File: src/rtl/motor_command_arbiter_pkg.sv
// Shared types and constants for the motor command arbiter and its slew limiters.
package motor_command_arbiter_pkg;

  typedef enum logic [1:0] {
    FAILSAFE = 2'd0,
    HOST     = 2'd1,
    RC       = 2'd2,
    PAUSED   = 2'd3
  } source_t;

  localparam logic [7:0]  NEUTRAL_WIDTH     = 8'd127;
  localparam int unsigned FRAME_CYCLES_20MS = 5100;

  // One wheel of the RC mix: throttle +/- (steer - 127), clamped into the 8-bit width range.
  function automatic logic [7:0] rc_mix(input logic [7:0] thr, input logic [7:0] steer,
                                        input logic add_steer);
    logic signed [9:0] sum;
    if (add_steer) begin
      sum = $signed({2'b00, thr}) + $signed({2'b00, steer}) - 10'sd127;
    end else begin
      sum = $signed({2'b00, thr}) - $signed({2'b00, steer}) + 10'sd127;
    end
    if (sum < 10'sd0) begin
      return 8'd0;
    end else if (sum > 10'sd255) begin
      return 8'd255;
    end else begin
      return sum[7:0];
    end
  endfunction

endpackage

File: src/rtl/motor_command_arbiter_if.sv
// Command/status bundle between the register/RC front end and the motor arbiter.
interface motor_command_arbiter_if;
  logic       pause;
  logic       host_strobe;
  logic [7:0] host_left;
  logic [7:0] host_right;
  logic [7:0] rc_throttle;
  logic [7:0] rc_steer;
  logic [7:0] rc_mode;
  logic       rc_throttle_valid;
  logic       rc_steer_valid;
  logic       rc_mode_valid;
  logic [7:0] width_left;
  logic [7:0] width_right;
  logic [1:0] source;
  logic       frame_tick;

  modport master (
    output pause, host_strobe, host_left, host_right,
    output rc_throttle, rc_steer, rc_mode,
    output rc_throttle_valid, rc_steer_valid, rc_mode_valid,
    input  width_left, width_right, source, frame_tick
  );

  modport slave (
    input  pause, host_strobe, host_left, host_right,
    input  rc_throttle, rc_steer, rc_mode,
    input  rc_throttle_valid, rc_steer_valid, rc_mode_valid,
    output width_left, width_right, source, frame_tick
  );
endinterface

File: src/rtl/motor_command_arbiter_slew_limiter.sv
// One PWM width channel: moves at most MAX_STEP toward its target per frame tick,
// or snaps to neutral immediately when forced.
module motor_command_arbiter_slew_limiter #(
  parameter logic [7:0] MAX_STEP = 8'd8,
  parameter logic [7:0] NEUTRAL  = 8'd127
) (
  input  logic       clk_i,
  input  logic       reset_i,
  input  logic       tick_i,
  input  logic       force_neutral_i,
  input  logic [7:0] target_i,
  output logic [7:0] width_o
);

  logic [7:0] width_q;
  logic [7:0] width_d;
  logic [7:0] gap_s;
  logic [7:0] step_s;

  // Bounded step toward the target; the step never exceeds the remaining gap.
  always_comb begin
    gap_s   = 8'd0;
    step_s  = 8'd0;
    width_d = width_q;
    if (target_i >= width_q) begin
      gap_s = target_i - width_q;
    end else begin
      gap_s = width_q - target_i;
    end
    if (gap_s > MAX_STEP) begin
      step_s = MAX_STEP;
    end else begin
      step_s = gap_s;
    end
    if (force_neutral_i) begin
      width_d = NEUTRAL;
    end else if (!tick_i) begin
      width_d = width_q;
    end else if (target_i >= width_q) begin
      width_d = width_q + step_s;
    end else begin
      width_d = width_q - step_s;
    end
  end

  always_ff @(posedge clk_i) begin
    if (reset_i) begin
      width_q <= NEUTRAL;
    end else begin
      width_q <= width_d;
    end
  end

  assign width_o = width_q;

endmodule

File: src/rtl/motor_command_arbiter.sv
// Chooses host / RC / failsafe / paused command source and feeds slew-limited
// widths to the two motor PWM generators once per frame.
module motor_command_arbiter
  import motor_command_arbiter_pkg::*;
#(
  parameter int unsigned FRAME_CYCLES        = FRAME_CYCLES_20MS,
  parameter logic [7:0]  MAX_STEP            = 8'd8,
  parameter int unsigned HOST_TIMEOUT_FRAMES = 25,
  parameter logic [7:0]  OVERRIDE_THRESH     = 8'd192,
  parameter logic [7:0]  NEUTRAL             = NEUTRAL_WIDTH
) (
  input  logic                    clk_255kHz,
  input  logic                    reset,
  motor_command_arbiter_if.slave  bus
);

  localparam logic [12:0] FRAME_LAST = 13'(FRAME_CYCLES - 1);
  localparam logic [7:0]  TIMEOUT    = 8'(HOST_TIMEOUT_FRAMES);

  logic [12:0] frame_cnt_q, frame_cnt_d;
  logic        frame_tick_q;
  logic        tick_s;
  logic        host_alive_q, host_alive_d;
  logic [7:0]  host_frames_q, host_frames_d;
  logic [7:0]  host_left_q, host_left_d;
  logic [7:0]  host_right_q, host_right_d;
  source_t     source_q, source_d;
  logic        rc_override_s;
  logic [7:0]  target_left_s, target_right_s;
  logic [7:0]  width_left_s, width_right_s;

  // Frame timing, host liveness and the prioritised source choice.
  always_comb begin
    tick_s        = (frame_cnt_q == FRAME_LAST);
    frame_cnt_d   = frame_cnt_q;
    host_alive_d  = host_alive_q;
    host_frames_d = host_frames_q;
    host_left_d   = host_left_q;
    host_right_d  = host_right_q;
    source_d      = source_q;
    if (tick_s) begin
      frame_cnt_d = 13'd0;
    end else begin
      frame_cnt_d = frame_cnt_q + 13'd1;
    end
    // A strobe landing on the expiring tick keeps the host alive.
    if (bus.host_strobe) begin
      host_alive_d  = 1'b1;
      host_frames_d = 8'd0;
      host_left_d   = bus.host_left;
      host_right_d  = bus.host_right;
    end else if (tick_s) begin
      if (host_frames_q < TIMEOUT) begin
        host_frames_d = host_frames_q + 8'd1;
      end else begin
        host_frames_d = host_frames_q;
      end
      if (host_frames_d >= TIMEOUT) begin
        host_alive_d = 1'b0;
      end else begin
        host_alive_d = host_alive_q;
      end
    end else begin
      host_alive_d = host_alive_q;
    end
    rc_override_s = bus.rc_throttle_valid & bus.rc_steer_valid & bus.rc_mode_valid &
                    (bus.rc_mode >= OVERRIDE_THRESH);
    if (bus.pause) begin
      source_d = PAUSED;
    end else if (rc_override_s) begin
      source_d = RC;
    end else if (host_alive_q) begin
      source_d = HOST;
    end else begin
      source_d = FAILSAFE;
    end
  end

  // Per-source width targets.
  always_comb begin
    target_left_s  = NEUTRAL;
    target_right_s = NEUTRAL;
    case (source_q)
      HOST: begin
        target_left_s  = host_left_q;
        target_right_s = host_right_q;
      end
      RC: begin
        target_left_s  = rc_mix(bus.rc_throttle, bus.rc_steer, 1'b1);
        target_right_s = rc_mix(bus.rc_throttle, bus.rc_steer, 1'b0);
      end
      default: begin
        target_left_s  = NEUTRAL;
        target_right_s = NEUTRAL;
      end
    endcase
  end

  always_ff @(posedge clk_255kHz) begin
    if (reset) begin
      frame_cnt_q   <= 13'd0;
      frame_tick_q  <= 1'b0;
      host_alive_q  <= 1'b0;
      host_frames_q <= 8'd0;
      host_left_q   <= NEUTRAL;
      host_right_q  <= NEUTRAL;
      source_q      <= FAILSAFE;
    end else begin
      frame_cnt_q   <= frame_cnt_d;
      frame_tick_q  <= tick_s;
      host_alive_q  <= host_alive_d;
      host_frames_q <= host_frames_d;
      host_left_q   <= host_left_d;
      host_right_q  <= host_right_d;
      source_q      <= source_d;
    end
  end

  motor_command_arbiter_slew_limiter #(.MAX_STEP(MAX_STEP), .NEUTRAL(NEUTRAL)) u_slew_left (
    .clk_i           (clk_255kHz),
    .reset_i         (reset),
    .tick_i          (tick_s),
    .force_neutral_i (bus.pause),
    .target_i        (target_left_s),
    .width_o         (width_left_s)
  );

  motor_command_arbiter_slew_limiter #(.MAX_STEP(MAX_STEP), .NEUTRAL(NEUTRAL)) u_slew_right (
    .clk_i           (clk_255kHz),
    .reset_i         (reset),
    .tick_i          (tick_s),
    .force_neutral_i (bus.pause),
    .target_i        (target_right_s),
    .width_o         (width_right_s)
  );

  assign bus.width_left  = width_left_s;
  assign bus.width_right = width_right_s;
  assign bus.source      = source_q;
  assign bus.frame_tick  = frame_tick_q;

endmodule
File: src/flat_wrapper.sv
// flat-port wrapper written by rule: the top's interface ports become plain ports
module motor_command_arbiter_flat import motor_command_arbiter_pkg::*;
#(
  parameter int unsigned FRAME_CYCLES        = FRAME_CYCLES_20MS,
  parameter logic [7:0]  MAX_STEP            = 8'd8,
  parameter int unsigned HOST_TIMEOUT_FRAMES = 25,
  parameter logic [7:0]  OVERRIDE_THRESH     = 8'd192,
  parameter logic [7:0]  NEUTRAL             = NEUTRAL_WIDTH
)
  (clk_255kHz, reset, bus_pause, bus_host_strobe, bus_host_left, bus_host_right, bus_rc_throttle, bus_rc_steer, bus_rc_mode, bus_rc_throttle_valid, bus_rc_steer_valid, bus_rc_mode_valid, bus_width_left, bus_width_right, bus_source, bus_frame_tick);
  motor_command_arbiter_if bus_i ();
  input  logic clk_255kHz;
  input  logic reset;
  input wire logic [$bits(bus_i.pause)-1:0] bus_pause;
  input wire logic [$bits(bus_i.host_strobe)-1:0] bus_host_strobe;
  input wire logic [$bits(bus_i.host_left)-1:0] bus_host_left;
  input wire logic [$bits(bus_i.host_right)-1:0] bus_host_right;
  input wire logic [$bits(bus_i.rc_throttle)-1:0] bus_rc_throttle;
  input wire logic [$bits(bus_i.rc_steer)-1:0] bus_rc_steer;
  input wire logic [$bits(bus_i.rc_mode)-1:0] bus_rc_mode;
  input wire logic [$bits(bus_i.rc_throttle_valid)-1:0] bus_rc_throttle_valid;
  input wire logic [$bits(bus_i.rc_steer_valid)-1:0] bus_rc_steer_valid;
  input wire logic [$bits(bus_i.rc_mode_valid)-1:0] bus_rc_mode_valid;
  output wire logic [$bits(bus_i.width_left)-1:0] bus_width_left;
  output wire logic [$bits(bus_i.width_right)-1:0] bus_width_right;
  output wire logic [$bits(bus_i.source)-1:0] bus_source;
  output wire logic [$bits(bus_i.frame_tick)-1:0] bus_frame_tick;
  assign bus_i.pause = bus_pause;
  assign bus_i.host_strobe = bus_host_strobe;
  assign bus_i.host_left = bus_host_left;
  assign bus_i.host_right = bus_host_right;
  assign bus_i.rc_throttle = bus_rc_throttle;
  assign bus_i.rc_steer = bus_rc_steer;
  assign bus_i.rc_mode = bus_rc_mode;
  assign bus_i.rc_throttle_valid = bus_rc_throttle_valid;
  assign bus_i.rc_steer_valid = bus_rc_steer_valid;
  assign bus_i.rc_mode_valid = bus_rc_mode_valid;
  assign bus_width_left = bus_i.width_left;
  assign bus_width_right = bus_i.width_right;
  assign bus_source = bus_i.source;
  assign bus_frame_tick = bus_i.frame_tick;
  motor_command_arbiter #(.FRAME_CYCLES(FRAME_CYCLES), .MAX_STEP(MAX_STEP), .HOST_TIMEOUT_FRAMES(HOST_TIMEOUT_FRAMES), .OVERRIDE_THRESH(OVERRIDE_THRESH), .NEUTRAL(NEUTRAL)) u_core (.clk_255kHz(clk_255kHz), .reset(reset), .bus(bus_i));
endmodule
File: config.mk
export PLATFORM = sky130hd
export DESIGN_NAME = motor_command_arbiter_flat
export DESIGN_NICKNAME = d
export VERILOG_FILES = /design/src/rtl/motor_command_arbiter_pkg.sv /design/src/rtl/motor_command_arbiter_if.sv /design/src/rtl/motor_command_arbiter_slew_limiter.sv /design/src/rtl/motor_command_arbiter.sv /design/src/flat_wrapper.sv
export SDC_FILE = /design/constraint.sdc
export NUM_CORES = 1
export LEC_CHECK = 0
export CORE_UTILIZATION = 57
export CTS_CLUSTER_DIAMETER = 80
export DETAILED_ROUTE_END_ITERATION = 7
export PLACE_DENSITY = 0.81
export SLEW_MARGIN = 5
export SYNTH_ARGS = -nofsm -noshare
export SYNTH_HDL_FRONTEND = slang
export SYNTH_SLANG_ARGS = --single-unit
File: constraint.sdc
create_clock -name clk_255kHz -period 9.95 [get_ports clk_255kHz]
set_input_delay 1.4925 -clock clk_255kHz [delete_from_list [all_inputs] [get_ports clk_255kHz]]
set_output_delay 1.4925 -clock clk_255kHz [all_outputs]
set_load 0.01 [all_outputs]
* Word-level counts from Yosys, hierarchy flattened
Cells that the tools add are included.
** Word-level totals
- Register bits after elaboration :: 57
- Bits in latches :: 0
- Memory bits (writable) :: 0
- Bits in read-only memories :: 0
- Input port bits :: 47
- Memories :: 0
** Cells by class
- Add/sub/neg operators :: 14
- $mul :: 0
- Divide/modulo/power cells :: 0
- Order comparisons :: 11
- Equality and inequality tests :: 3
- Shifts and indexed selects :: 0
- Muxes and demuxes :: 23
- Bitwise logic cells :: 3
- Reductions and logical operators :: 6
** Operators with widths (count)
- $mux 8 :: 13
- $sub 8x8->8 :: 6
- $pmux 8 s2 :: 2
- $gt 10x9->1 const B :: 2
- $lt 10x1->1 const B :: 2
- $mux 10 :: 2
- $add 8x8->8 :: 2
- $ge 8x8->1 :: 2
- $gt 8x4->1 const B :: 2
- $add 13x1->13 const B :: 1
- $eq 13x13->1 const B :: 1
- $add 10x8->10 const B :: 1
- $sub 10x8->10 const B :: 1
- $add 8x8->9 :: 1
- $sub 8x8->9 :: 1
- $add 8x1->8 const B :: 1
- $ge 8x5->1 const B :: 1
- $ge 8x8->1 const B :: 1
- $lt 8x5->1 const B :: 1
- $reduce_or 2->1 :: 3
- $mux 1 :: 4
- $mux 2 :: 2
- $reduce_bool 2->1 :: 2
- $and 1x1->1 :: 3
- 3 further kinds :: 3

* Depth between registers and ports, before layout
Gate-level depths: netlist (run 1).
- Depth after elaboration :: 13
- Depth in mapped cells :: 36
- Gate-level depth less buffers :: 36

* By module
From an unflattened synthesis (run 1), not the netlist that was laid out.
** Unflattened totals
- Cell total of the unflattened synthesis :: 753
- Area, all modules :: 6202.2 um2
** By module, submodules not included
- motor_command_arbiter :: instances 1, cells each 369, area each 3151.8 um2, sequential area each 820.8 um2
- motor_command_arbiter_slew_limiter :: instances 2, cells each 192, area each 1525.2 um2, sequential area each 160.2 um2

* Worst setup path after synthesis (run 1)
Ideal clock, no wire load.
- Path kind :: input -> register
- From :: input port bus_rc_steer[0]
- To :: register u_core.u_slew_left.width_q[7] (netlist: u_core.u_slew_left.width_o[7])
- Setup time :: 0.125 ns
- Arrival :: 8.122 ns
- Required time :: 9.825 ns
- Slack :: 1.703 ns
- Stages :: 36
- Path buffers :: 2
- Cell sequence :: ha_1 > inv_1 > fa_1 > o21bai_1 > a21oi_1 > xnor2_1 > a211o_1 > a211o_1 > nor2_1 > and3_1 > nor4_2 > buf_4 > and2_1 > ha_1 > fa_1 > nand3b_1 > a31oi_1 > or2_1 > buf_4 > o21ai_1 > xor2_1 > nor4_2 > and2b_1 > nand2b_1 > ha_1 > a22o_1 > ha_1 > a21o_1 > a21oi_1 > nor2b_1 > o21a_1 > o41ai_1 > nor3b_1 > mux2_2 > o211ai_1 > o31ai_1
** On the way
- Word-level cells in the longest chain between the ends :: 13
- Elaborated cells on any way between the ends :: 17
** RTL lines
- start: declaration :: line flat_wrapper.sv:19 : input wire logic [$bits(bus_i.rc_steer)-1:0] bus_rc_steer;
- $add 8x8->9 * :: line motor_command_arbiter_pkg.sv:19 : sum = $signed({2'b00, thr}) + $signed({2'b00, steer}) - 10'sd127;
- $sub 10x8->10 * :: line motor_command_arbiter_pkg.sv:19
- $mux 10 * :: line motor_command_arbiter.sv:83 : case (source_q)
- $gt 10x9->1 :: line motor_command_arbiter_pkg.sv:25 : end else if (sum > 10'sd255) begin
- $mux 8 :: line motor_command_arbiter_pkg.sv:25
- $mux 8 * :: line motor_command_arbiter_pkg.sv:23 : if (sum < 10'sd0) begin
- $pmux 8 s2 * :: line motor_command_arbiter.sv:83
- $sub 8x8->8 (tied with other cells) :: line motor_command_arbiter_slew_limiter.sv:28 : gap_s = width_q - target_i;
- $mux 8 :: line motor_command_arbiter_slew_limiter.sv:25 : if (target_i >= width_q) begin
- $gt 8x4->1 :: line motor_command_arbiter_slew_limiter.sv:30 : if (gap_s > MAX_STEP) begin
- $mux 8 :: line motor_command_arbiter_slew_limiter.sv:30
- $sub 8x8->8 or $add 8x8->8 (tied branches) :: line motor_command_arbiter_slew_limiter.sv:42, motor_command_arbiter_slew_limiter.sv:40
- $mux 8 * :: line motor_command_arbiter_slew_limiter.sv:39 : end else if (target_i >= width_q) begin
- end signal: assignment :: line motor_command_arbiter_slew_limiter.sv:50 : width_q <= width_d;
- end: declaration :: line motor_command_arbiter_slew_limiter.sv:15 : logic [7:0] width_q;
Mark *: on every way between the ends. The rest lies on a longest branch, timed or not. The select of a mux whose other input is x is not followed.
A chain may end at the register's enable or synchronous reset.

* Final worst setup path (run 1)
Ends and elaborated chain as after synthesis.

==> impl_metrics.toml, run 1 <==
[logic_synthesis]
synth_most_common_cell = "ha_1"
yosys-top-cells-area = "dfxtp_1 (19%), ha_1 (15%), nand2_1 (4.2%)"
syn_inst = 752
yosysWarnings = 0
synth_top_family_by_area = "compound AO/OA/AOI/OAI gates"
ys_ff_latch = 57
synth_fa_ha_area_share_pct = 17.7
synth.cell_area_um2 = 5860
synthTopCellsByCount = "ha_1 (70), nand2_1 (65), nor2_1 (61)"
async_flop_share_pct = 0
ys_types = 67
yosysSeqAreaShare_pct = 19.5
muxShareOfSynthArea_pct = 1.56
syn-num-nets = 877
yosys.area_share.simple_pct = 23.7
synth_edf_count = 0
synth_compound_area_share_pct = 25.0
yosys.area.top_type_share_pct = 19.5
synth_xor_xnor_area_share_pct = 6.43
yosys.area.top_type = "dfxtp_1"
syn_avg_cell_area_um2 = 7.79
synthFlopType = "dfxtp_1"

[setup_path]
critPathMostFrequentCell = "ha_1"
crit_required_ns = 10.20
crit_path_start_kind = "input port"
worstSetupPathType = "input port to flip-flop"
cpPeakStageDelay_ns = 0.49
crit_arrival_ns = 9.52
crit_fanout = 7
slowest_stage = "clkdlybuf4s50_1"
cp-end-kind = "flip-flop"

[timing]
setup-violations-final = 0
min_period_ns = 9.28
fmax_ghz = 0.108
finalHoldViolations = 0
slew_headroom_pct = 36.1
tightest_slew_ns = 0.955
finClkSkew_ns = 0.0110
rsz0062_at_grt = "no"
slew_viol_final = 0
setup_tns_ns = 0
layout_worst_path_cycle_share_pct = 93.2

[drt]
vias_per_cell = 6.01
wire_per_inst_um = 15.6
drc = 0
ant_nets = 0
drt-pass1-iter-count = 5
drt-initial-drc-count = 222
num_vias = 5633
wirelength_um = 14600

[floorplan]
die_area_um2 = 10700
core_um2 = 9860
rows = 36
die_x_um = 103
initial_core_util_pct = 59.4
fp.dieH_um = 103
io_pins = 66

[layout]
antennaDiodeCount = 0
final_area_um2 = 6730
fill_cells = 864
fin_nets = 924
area_growth_pct = 15.0
drive_above_1_share_pct = 5.47

[clock_tree]
root_buffer = "clkbuf_8"
clock_path_buffers = 2
cts_tree = "built"
cts.sinks = 57
clkLatencyLatePin_ns = 0.37
clkTransAtPathRegs_ns = 0.08
cts_buffers = 9
cts_setup_buffers = 0
htreeDepth = 3

[run_status]
status = "complete, no violations"

[placement]
port_buffers = 59
gp_congestion = 0.937
placed_cell_area_um2 = 6520
post-dp-hpwl_um = 11500

[global_route]
first_global_vias = 5325
grt_overflow = 0
grtUsageTotal_pct = 28.4
antenna_found_initial = 0
grt_max_degree = 34
grt_pass1_wl_um = 23600

[power_and_ir_drop]
p_per_area_nw_per_um2 = 131
switching_power_mw = 0.354
pwr-share-clk_pct = 26.1
p_comb_share_pct = 46.9
switching_share_pct = 40.1
p_int_mw = 0.530
cellLeakagePower_nw = 3.02
max-vdd-ir-drop_v = 0.000103
p_seq_share_pct = 27.0

[worst_hold_path]
hold_path.class = "flip-flop to flip-flop"

[job]
max_cap_violations = 0
## state kept, by name (all words and copies together), names as in the netlist
name / count
u_core.bus.frame_tick: 1
u_core.bus.source: 2
u_core.frame_cnt_q: 13
u_core.host_alive_q: 1
u_core.host_frames_q: 8
u_core.host_left_q: 8
u_core.host_right_q: 8
u_core.u_slew_left.width_o: 8
u_core.u_slew_right.width_o: 8
## power groups by stage
stage	registers (mW)	clock network, mW	logic [mW]
after floorplan	0.243	0	0.318
after global placement	0.244	0	0.393
after detailed placement	0.244	0	0.406
after CTS	0.239	0.235	0.409
after global routing	0.240	0.243	0.459
final	0.239	0.231	0.414
## area by class of cell
cell class / count / area (um2) / share of cell area (%)
Clock buffer: 9 / 124 / 1.84
Inverter: 54 / 203 / 3.01
Timing Repair Buffer: 68 / 658 / 9.78
Clock inverter: 7 / 77.6 / 1.15
Tap cell: 133 / 166 / 2.47
Multi-Input combinational cell: 609 / 4360 / 64.8
Sequential cell: 57 / 1140 / 17.0
## repair_timing
| item | 4_1_cts | 5_1_grt |
|---|---|---|
| hold buffers | 0 | 0 |
| gates resized for setup | 0 | 1 |
| setup endpoints to repair | 0 | 1 |
## kinds of logic after synthesis
family / after synthesis
muxes: 9
adders and majority gates: 78
xor gates and xnor gates: 43
buffers and inverters: 86
AOI/OAI and AO/OA: 209
and+or+nand+nor: 270
DFF: 57
## cell usage in the layout (no fill, tap or decap), types with 11 or more instances in the layout
| master | instances |
|---|---|
| dfxtp_1 | 57 |
| nor3_1 | 14 |
| and3_1 | 11 |
| o21ai_0 | 19 |
| nand3_1 | 24 |
| xnor2_1 | 17 |
| inv_1 | 52 |
| nand2b_1 | 13 |
| clkdlybuf4s50_1 | 59 |
| a211o_1 | 17 |
| nand2_1 | 65 |
| nor2_1 | 61 |
| nor2b_1 | 21 |
| o211ai_1 | 22 |
| ha_1 | 70 |
| and2_1 | 13 |
| a21o_1 | 15 |
| xor2_1 | 26 |
| a21oi_1 | 44 |
## critical path: cells and delay by family
family                   cells  cell delay [ns]
AO/OA/AOI/OAI               13             2.85
AND/OR/NAND/NOR              9             1.79
adder cells (fa/ha/maj)      6             1.77
buffers and inverters        3             0.75
multiplexers                 2             0.53
XOR/XNOR                     2             0.34
## worst paths after layout
check,from,slack [ns],depth (start not counted),end
min reg2reg,u_core.frame_cnt_q[0]$_SDFF_PP0_,0.47,1,u_core.frame_cnt_q[0]$_SDFF_PP0_
max,bus_rc_steer[0],0.67,35,u_core.u_slew_left.width_o[7]$_SDFFE_PP0P_
max reg2reg,u_core.bus.source[0]$_SDFF_PP0_,3.08,26,u_core.u_slew_left.width_o[7]$_SDFFE_PP0P_
min,u_core.frame_cnt_q[0]$_SDFF_PP0_,0.47,1,u_core.frame_cnt_q[0]$_SDFF_PP0_
## routing by layer
metal	vias up	GRT usage (%)	routed length (um)
met4	0	9.43	232
met2	130	50.9	7130
met1	2681	33.8	6650
met5	-	0	0
li1	2803	-	-
met3	19	5.71	609
## stage by stage
stage	worst slack, ns	hold WS [ns]	util [%]	cells	total power [mW]
floorplan	1.70	0.421	-	752	0.560
global placement	0.448	0.433	66.1	921	0.636
detailed placement	0.286	0.449	66.1	921	0.650
CTS	0.642	0.464	68.2	937	0.882
global route	0.0191	0.474	68.2	937	0.942
finish	0.674	0.466	68.2	937	0.884
No activity file was read; power rests on OpenSTA's default activity.
==> run 2: changes to the inputs <==
--- a/config.mk
+++ b/config.mk
@@ -8,6 +8,7 @@
 export CORE_UTILIZATION = 57
 export CTS_CLUSTER_DIAMETER = 80
 export DETAILED_ROUTE_END_ITERATION = 7
+export GPL_TIMING_DRIVEN = 0
 export PLACE_DENSITY = 0.81
 export SLEW_MARGIN = 5
 export SYNTH_ARGS = -nofsm -noshare
==> impl_metrics.toml, run 2 (synthesized netlist as in run 1, its figures left out) <==
[run_status]
status = "complete, no violations"

[setup_path]
critPathMostFrequentCell = "ha_1"
worstSetupPathType = "input port to flip-flop"
slowest_stage = "clkdlybuf4s50_1"
cpPeakStageDelay_ns = 0.49
crit_fanout = 10
crit_arrival_ns = 9.64
cp-end-kind = "flip-flop"
crit_required_ns = 10.18
crit_path_start_kind = "input port"

[timing]
min_period_ns = 9.41
rsz0062_at_grt = "yes"
tightest_slew_ns = 0.775
setup-violations-final = 0
fmax_ghz = 0.106
worst_slack_ns = 0.543
hold-worst-slack_ns = 0.466
finalHoldViolations = 0
setup_tns_ns = 0
slew_headroom_pct = 48.1
finClkSkew_ns = 0.0133
slew_viol_final = 0
layout_worst_path_cycle_share_pct = 94.5

[layout]
largest_reg_flops = 13
register_area_um2 = 1140
finish.utilization_pct = 69.5
regMostFlops = "u_core.frame_cnt_q"
fill_cells = 837
final_common_cell = "ha_1"
fin_nets = 946
layout_common_cells = "ha_1 (70), nand2_1 (65), nor2_1 (61)"
fin_cells = 959
final_area_um2 = 6850
area_growth_pct = 17.0
drive_above_1_share_pct = 6.05
multi_input_area_um2 = 4380
antennaDiodeCount = 0

[drt]
vias_per_cell = 5.98
drt-initial-drc-count = 288
ant_nets = 0
wire_per_inst_um = 16.5
drc = 0
drt-pass1-iter-count = 5
num_vias = 5733
wirelength_um = 15800

[power_and_ir_drop]
switching_share_pct = 39.5
max-vdd-ir-drop_v = 0.000101
total_power_mw = 0.922
pwr-share-clk_pct = 27.7
p_comb_share_pct = 46.4
p_seq_share_pct = 25.9
p_int_mw = 0.558
cellLeakagePower_nw = 3.07
switching_power_mw = 0.364
p_per_area_nw_per_um2 = 135

[global_route]
grt_overflow = 0
grt_max_degree = 13
grtUsageTotal_pct = 31.0
antenna_found_initial = 0
grt_pass1_wl_um = 25500
first_global_vias = 5382

[placement]
place_inst = 943
port_buffers = 58
dpl_worst_slack_ns = 0.177
post-dp-hpwl_um = 12300
placed_cell_area_um2 = 6600
gp_congestion = 0.927

[floorplan]
rows = 36
core_um2 = 9860
fp.dieH_um = 103
initial_core_util_pct = 59.4
io_pins = 66
die_x_um = 103
die_area_um2 = 10700

[clock_tree]
clkLatencyLatePin_ns = 0.36
root_buffer = "clkbuf_8"
cts_tree = "built"
cts_setup_buffers = 0
cts.sinks = 57
clock_path_buffers = 2
cts_buffers = 9
clkTransAtPathRegs_ns = 0.08
htreeDepth = 3

[job]
max_cap_violations = 0

[worst_hold_path]
hold_path.class = "flip-flop to flip-flop"
==> run 2: cell types whose count changed in the layout (fill, tap and decap cells not counted), sizes merged <==
cell	delta
clkdlybuf4s50	-1
bufinv	+1
clkbuf	+19
clkinvlp	-1
clkinv	+1
inv	-1
buf	+4
==> run 2: power groups by stage <==
stage	Combinational [mW]	Clock, mW	Sequential [mW]
2_1_floorplan	0.318	0	0.243
3_3_place_gp	0.400	0	0.244
3_5_place_dp	0.411	0	0.244
4_1_cts	0.416	0.256	0.239
5_1_grt	0.473	0.266	0.240
6_report	0.428	0.255	0.239
==> run 2: path summary, 6_finish.rpt <==
| kind | startpoint | to | slack (ns) | depth (start not counted) |
|---|---|---|---|---|
| setup / recovery | bus_rc_steer[0] | u_core.u_slew_right.width_o[7]$_SDFFE_PP0P_ | 0.54 | 35 |
| hold / removal | u_core.host_frames_q[5]$_SDFFE_PP0P_ | u_core.host_frames_q[5]$_SDFFE_PP0P_ | 0.47 | 1 |
| setup reg to reg | u_core.bus.source[1]$_SDFF_PP0_ | u_core.u_slew_right.width_o[7]$_SDFFE_PP0P_ | 3.11 | 27 |
| hold reg to reg | u_core.host_frames_q[5]$_SDFFE_PP0P_ | u_core.host_frames_q[5]$_SDFFE_PP0P_ | 0.47 | 1 |
==> run 2: layout make-up <==
type | count | share of cell area, %
multi-input cells | 609 | 63.9
flip-flops and latches | 57 | 16.7
repair buffers | 58 | 8.47
inverters | 54 | 2.96
well taps | 133 | 2.43
plain buffers | 32 | 2.30
clock buffers | 9 | 1.81
clock inverters | 7 | 1.52
==> run 2: worst max-delay path: cells and delay by family <==
family / cells / cell delay, ns
AND/OR/NAND/NOR: 7 / 1.43
adder cells (fa/ha/maj): 6 / 1.78
buffers and inverters: 3 / 0.85
XOR/XNOR: 2 / 0.29
AO/OA/AOI/OAI: 16 / 3.70
multiplexers: 1 / 0.09
==> run 2: what timing repair did <==
item                       4_1_cts  5_1_grt
hold buffers                     0        0
setup endpoints to repair        0        2
resized for setup                0        3
==> run 2: metal layers <==
metal  global-route usage (%)  wire [um]  up-vias
met5                        0          0        -
met4                     12.1        346        0
met2                     52.7       7560      150
met3                     5.44        862       27
li1                         -          -     2860
met1                     39.1       7080     2696
